File: src/rtl/hist_pkg.sv
// ==========================================================================
// hist_pkg : shared widths, bin limit and HCU state encoding
// Rev 1.0
// ==========================================================================
`default_nettype none

package hist_pkg;

  localparam int ADDR_W_DEF = 21;
  localparam int DATA_W_DEF = 8;
  localparam logic [7:0] BIN_MAX = 8'd255;

  typedef enum logic [2:0] {
    S_IDLE  = 3'd0,
    S_CLEAR = 3'd1,
    S_FETCH = 3'd2,
    S_RD    = 3'd3,
    S_CAP   = 3'd4,
    S_WR    = 3'd5,
    S_FIN   = 3'd6
  } hcu_state_t;

endpackage

`default_nettype wire

File: src/rtl/hist_sat_inc.sv
// ==========================================================================
// hist_sat_inc : combinational saturating bin incrementer
// Rev 1.0
// ==========================================================================
`default_nettype none

module hist_sat_inc #(
  parameter int DATA_W = 8
) (
  input  logic [DATA_W-1:0] val,
  output logic [DATA_W-1:0] inc_val,
  output logic              sat
);

  localparam logic [DATA_W-1:0] MAX_VAL = '1;

  assign sat     = (val == MAX_VAL);
  assign inc_val = sat ? val : val + 1'b1;

endmodule

`default_nettype wire

File: src/rtl/hist_train_hcu.sv
// ==========================================================================
// hist_train_hcu : training histogram compute unit (clear + RMW bin counting)
// Rev 1.0
// ==========================================================================
`default_nettype none

module hist_train_hcu
  import hist_pkg::*;
#(
  parameter int ADDR_W   = ADDR_W_DEF,
  parameter int DATA_W   = DATA_W_DEF,
  parameter int NUM_BINS = 2097152,
  parameter int CNT_W    = 32
) (
  input  logic              clk,
  input  logic              rst_n,
  input  logic              start,
  input  logic              clear_en,
  input  logic              bin_valid,
  input  logic [ADDR_W-1:0] bin_addr,
  input  logic              bin_last,
  output logic              bin_ready,
  output logic              hist_wen_train_HCU,
  output logic [DATA_W-1:0] hist_wdata_train_HCU,
  output logic [ADDR_W-1:0] hist_addr_train_HCU,
  output logic              hist_ren_train_HCU,
  input  logic [DATA_W-1:0] hist_rdata_train_HCU,
  output logic              busy,
  output logic              done,
  output logic              sat_seen,
  output logic [CNT_W-1:0]  sample_cnt
);

  localparam logic [ADDR_W-1:0] LAST_BIN = ADDR_W'(NUM_BINS - 1);

  hcu_state_t        state;
  logic [ADDR_W-1:0] clr_cnt;
  logic [ADDR_W-1:0] cap_addr;
  logic              cap_last;
  logic [DATA_W-1:0] inc_val;
  logic              inc_sat;

  hist_sat_inc #(
    .DATA_W (DATA_W)
  ) u_sat_inc (
    .val     (hist_rdata_train_HCU),
    .inc_val (inc_val),
    .sat     (inc_sat)
  );

  // Every output is registered: each branch loads the values the next state drives.
  always_ff @(posedge clk or negedge rst_n) begin
    if (!rst_n) begin
      state                <= S_IDLE;
      clr_cnt              <= '0;
      cap_addr             <= '0;
      cap_last             <= 1'b0;
      bin_ready            <= 1'b0;
      hist_wen_train_HCU   <= 1'b0;
      hist_ren_train_HCU   <= 1'b0;
      hist_wdata_train_HCU <= '0;
      hist_addr_train_HCU  <= '0;
      busy                 <= 1'b0;
      done                 <= 1'b0;
      sat_seen             <= 1'b0;
      sample_cnt           <= '0;
    end else begin
      done <= 1'b0;
      case (state)
        S_IDLE: begin
          if (start) begin
            busy       <= 1'b1;
            sat_seen   <= 1'b0;
            sample_cnt <= '0;
            if (clear_en) begin
              state                <= S_CLEAR;
              clr_cnt              <= '0;
              hist_wen_train_HCU   <= 1'b1;
              hist_wdata_train_HCU <= '0;
              hist_addr_train_HCU  <= '0;
            end else begin
              state     <= S_FETCH;
              bin_ready <= 1'b1;
            end
          end
        end

        S_CLEAR: begin
          if (clr_cnt == LAST_BIN) begin
            state               <= S_FETCH;
            clr_cnt             <= '0;
            hist_wen_train_HCU  <= 1'b0;
            hist_addr_train_HCU <= '0;
            bin_ready           <= 1'b1;
          end else begin
            clr_cnt             <= clr_cnt + 1'b1;
            hist_addr_train_HCU <= clr_cnt + 1'b1;
          end
        end

        S_FETCH: begin
          if (bin_valid) begin
            state               <= S_RD;
            cap_addr            <= bin_addr;
            cap_last            <= bin_last;
            sample_cnt          <= sample_cnt + 1'b1;
            bin_ready           <= 1'b0;
            hist_ren_train_HCU  <= 1'b1;
            hist_addr_train_HCU <= bin_addr;
          end
        end

        S_RD: begin
          state               <= S_CAP;
          hist_ren_train_HCU  <= 1'b0;
          hist_addr_train_HCU <= '0;
        end

        // Read data lands this cycle; the write of this sample retires before the
        // next read, so back-to-back hits on one bin need no forwarding.
        S_CAP: begin
          state                <= S_WR;
          hist_wen_train_HCU   <= 1'b1;
          hist_addr_train_HCU  <= cap_addr;
          hist_wdata_train_HCU <= inc_val;
          if (inc_sat) sat_seen <= 1'b1;
        end

        S_WR: begin
          hist_wen_train_HCU   <= 1'b0;
          hist_wdata_train_HCU <= '0;
          hist_addr_train_HCU  <= '0;
          if (cap_last) begin
            state <= S_FIN;
            done  <= 1'b1;
            busy  <= 1'b0;
          end else begin
            state     <= S_FETCH;
            bin_ready <= 1'b1;
          end
        end

        S_FIN: state <= S_IDLE;

        default: state <= S_IDLE;
      endcase
    end
  end

endmodule

`default_nettype wire
File: config.mk
export PLATFORM = sky130hd
export DESIGN_NAME = hist_train_hcu
export DESIGN_NICKNAME = d
export VERILOG_FILES = /design/src/rtl/hist_pkg.sv /design/src/rtl/hist_sat_inc.sv /design/src/rtl/hist_train_hcu.sv
export SDC_FILE = /design/constraint.sdc
export NUM_CORES = 1
export LEC_CHECK = 0
export CAP_MARGIN = 10
export CORE_UTILIZATION = 30
export DETAILED_ROUTE_END_ITERATION = 16
export PLACE_DENSITY = 0.57
export SYNTH_ARGS = -nofsm -noshare
export SYNTH_HDL_FRONTEND = slang
export SYNTH_HIERARCHICAL = 1
export SYNTH_SLANG_ARGS = --single-unit
File: constraint.sdc
create_clock -name clk -period 2.4 [get_ports clk]
set_input_delay 0.36 -clock clk [delete_from_list [all_inputs] [get_ports clk]]
set_output_delay 0.36 -clock clk [all_outputs]
set_load 0.01 [all_outputs]
==> metrics.txt, run 1 <==
status finished with violations; violated checks DRC; count leader, synth dfrtp_1; Initial DRC Count 326; synth warn 6; Clock Tree Buf Depth 2; initial antenna violation count 0; RR Startpoint state[2]$_DFFE_PN0P_; hold_ws 0.469 ns; post-CTS sizing 0; Lkg Pwr 3.31 nW; register area 2830 um^2; top cell type's share of synthesized area 49.6%; worst slew pin tran 0.675 ns; vias 5188; first-pass iteration count of the detailed router 11; IR drop worst, VDD 659 uV; Netlist Area Pre-Place 5710 um^2; Hold Vio Cnt, Final 0; R2R cell count 5; core area 18600 um^2; first-pass GRT wire length 26.9 mm; WS Path Type flip-flop to flip-flop; Critical Path RT 2.73 ns; total die area 19600 um^2; fin. max-slew vios 0; multi-input logic area 2680 um^2; DR vias/cell 5.24; flop2flop setup slack 0.26 ns; n_diodes 0; fraction of layout cells with a size suffix above 1 11.9%; Pwr Density 1040 nW/um^2; Num CTS Buffers 17; syn nets 658; final setup violation count 0; Synth Flop Type dfrtp_1; dpl cell area 7240 um^2; Routed WL per cell 16.7 um; CTS tree done; # DRC 1; Hold WC Path Type primary input to async pin; vias in the first global route 5085; Max FO, Critical Path 4; Synth Area per Inst 9.20 um^2; die span in x 140 um; Worst Path Arrival 2.47 ns; largest net degree at the start of global routing 51; Syn Inst Count 620; Finished Layout Cells 990; Commonest cells post-synth dfrtp_1 (113), nand2_1 (105), nor2_1 (60); max_slew headroom 54.9%; post-synthesis cell type count 56; Tcrit/Tclk final 89.0%; post-layout min period 2.14 ns; clock skew 0.0134 ns; Final GP Congestion 0.882; ANT nets after route 0; dpl hpwl 11.7 mm; Seq cells post-synth 113; fill cell count 1802; RSZ-0062 raised after global routing false; clk_lat worst skew 0.41 ns; post-route cell area 7790 um^2; chip height 140 um; largest cells by area after synthesis dfrtp_1 (50%), nand2_1 (6.9%), xnor2_1 (4.3%), nor2_1 (3.9%), o21ai_0 (2.7%); Yosys top cell by area dfrtp_1; reg2reg end sample_cnt[29]$_DFFE_PN0P_; Final nets 783; final setup TNS 0 ns; clock-pin slew on the worst setup and hold paths 0.05 ns; dpl cells 959; DRT Wirelength 16.5 mm; startpoint type of the worst setup path flip-flop; Critical Path Sink Type flip-flop; Root Driver clkbuf_16; IO Port Bufs 101; Post-synth EDFFs 0; clock sinks 113; Final Core Density 41.8%; GRT Total Usage 17.7%; number of H-tree levels 4; CTS Hold Bufs 1; Area growth, synth to finish 36.5%; initial core utilization 30.6%; GR Overflow Total 0; register area share after synthesis 49.6%; postcts setup bufs 0; IO Pins 102; Site Rows 50; asr flop ratio synth 100%; max_cap viols 0; max frequency 0.468 GHz
## stage by stage
| step | power [mW] | setup slack [ns] |
|---|---|---|
| floorplan | 4.40 | 0.341 |
| global route | 8.65 | 0.0661 |
| finish | 8.11 | 0.264 |
| detailed placement | 5.87 | -0.113 |
| global placement | 5.80 | -0.0514 |
| CTS | 8.21 | 0.252 |
## flip-flops by register name, indices dropped and copies added (netlist names)
name / cells
cap_last: 1
hist_wen_train_HCU: 1
sat_seen: 1
sample_cnt: 32
hist_addr_train_HCU: 21
hist_ren_train_HCU: 1
busy: 1
done: 1
bin_ready: 1
state: 3
cap_addr: 21
hist_wdata_train_HCU: 8
clr_cnt: 21
## report_power, final
group          internal (mW)  switching (mW)
Clock                   1.48           0.813
Sequential              2.43           0.359
Combinational           1.39            1.65
Total                   5.30            2.82
## routing by layer
metal | vias to the layer above | global-route usage [%] | share of wire (%)
li1 | 2463 | - | -
met1 | 2554 | 23.1 | 45
met2 | 151 | 28.9 | 48
met3 | 20 | 3.56 | 4.8
met4 | 0 | 6.48 | 1.8
met5 | - | 0 | 0
## final cells by class
type / count / area share (%)
Sequential cell: 113 / 36.3
Timing Repair Buffer: 146 / 17.8
Multi-Input combinational cell: 451 / 34.4
Tap cell: 234 / 3.76
Clock buffer: 23 / 6.14
Clock inverter: 7 / 0.771
Inverter: 16 / 0.771
## layout by cell type, fill, tap and decap left out, drive strengths merged, types with 13 or more instances in the layout
master,instances
dfrtp,113
nand4,16
nor2,60
inv,16
a31oi,13
nor4,14
clkbuf,23
clkdlybuf4s50,100
xnor2,28
a22o,13
o21ai,31
buf,45
nor3,14
a21oi,24
nand2,105
nand3,23
## how the worst max path moves through the flow
stage | startpoint | cells after the start | slack [ns] | end
finish | state[2]$_DFFE_PN0P_ | 5 | 0.26 | sample_cnt[29]$_DFFE_PN0P_
global route | clr_cnt[5]$_DFFE_PN0P_ | 7 | 0.07 | hist_addr_train_HCU[1]$_DFFE_PN0P_
CTS | state[2]$_DFFE_PN0P_ | 5 | 0.25 | sample_cnt[29]$_DFFE_PN0P_
detailed placement | start | 7 | -0.11 | sample_cnt[15]$_DFFE_PN0P_
global placement | start | 6 | -0.05 | sample_cnt[29]$_DFFE_PN0P_
floorplan | state[0]$_DFFE_PN0P_ | 5 | 0.34 | sample_cnt[29]$_DFFE_PN0P_
## critical path, cell delays in order, from the launching register on
cell     delay [ns]
dfrtp_1        0.39
or4b_4         0.57
a211o_1        0.37
or2_1          0.24
or3_1          0.32
a21oi_1        0.17
## cell families after synthesis
logic type	synth area share, %
muxes	1.01
AOI/OAI and AO/OA	15.9
adders and majority gates	0.658
DFF	49.6
xor gates and xnor gates	5.99
and+or+nand+nor	22.8
buffers and inverters	4.10
Power figures use the tool's default switching activity.
==> inputs of run 2 (changes only) <==
--- a/config.mk
+++ b/config.mk
@@ -7,7 +7,10 @@
 export LEC_CHECK = 0
 export CAP_MARGIN = 10
 export CORE_UTILIZATION = 30
+export CTS_CLUSTER_SIZE = 12
 export DETAILED_ROUTE_END_ITERATION = 16
+export GPL_ROUTABILITY_DRIVEN = 0
+export HOLD_SLACK_MARGIN = 0.12
 export PLACE_DENSITY = 0.57
 export SYNTH_ARGS = -nofsm -noshare
 export SYNTH_HDL_FRONTEND = slang
==> results of run 2 <==
No change in the layout: final DEF, timing and power equal those of run 1.
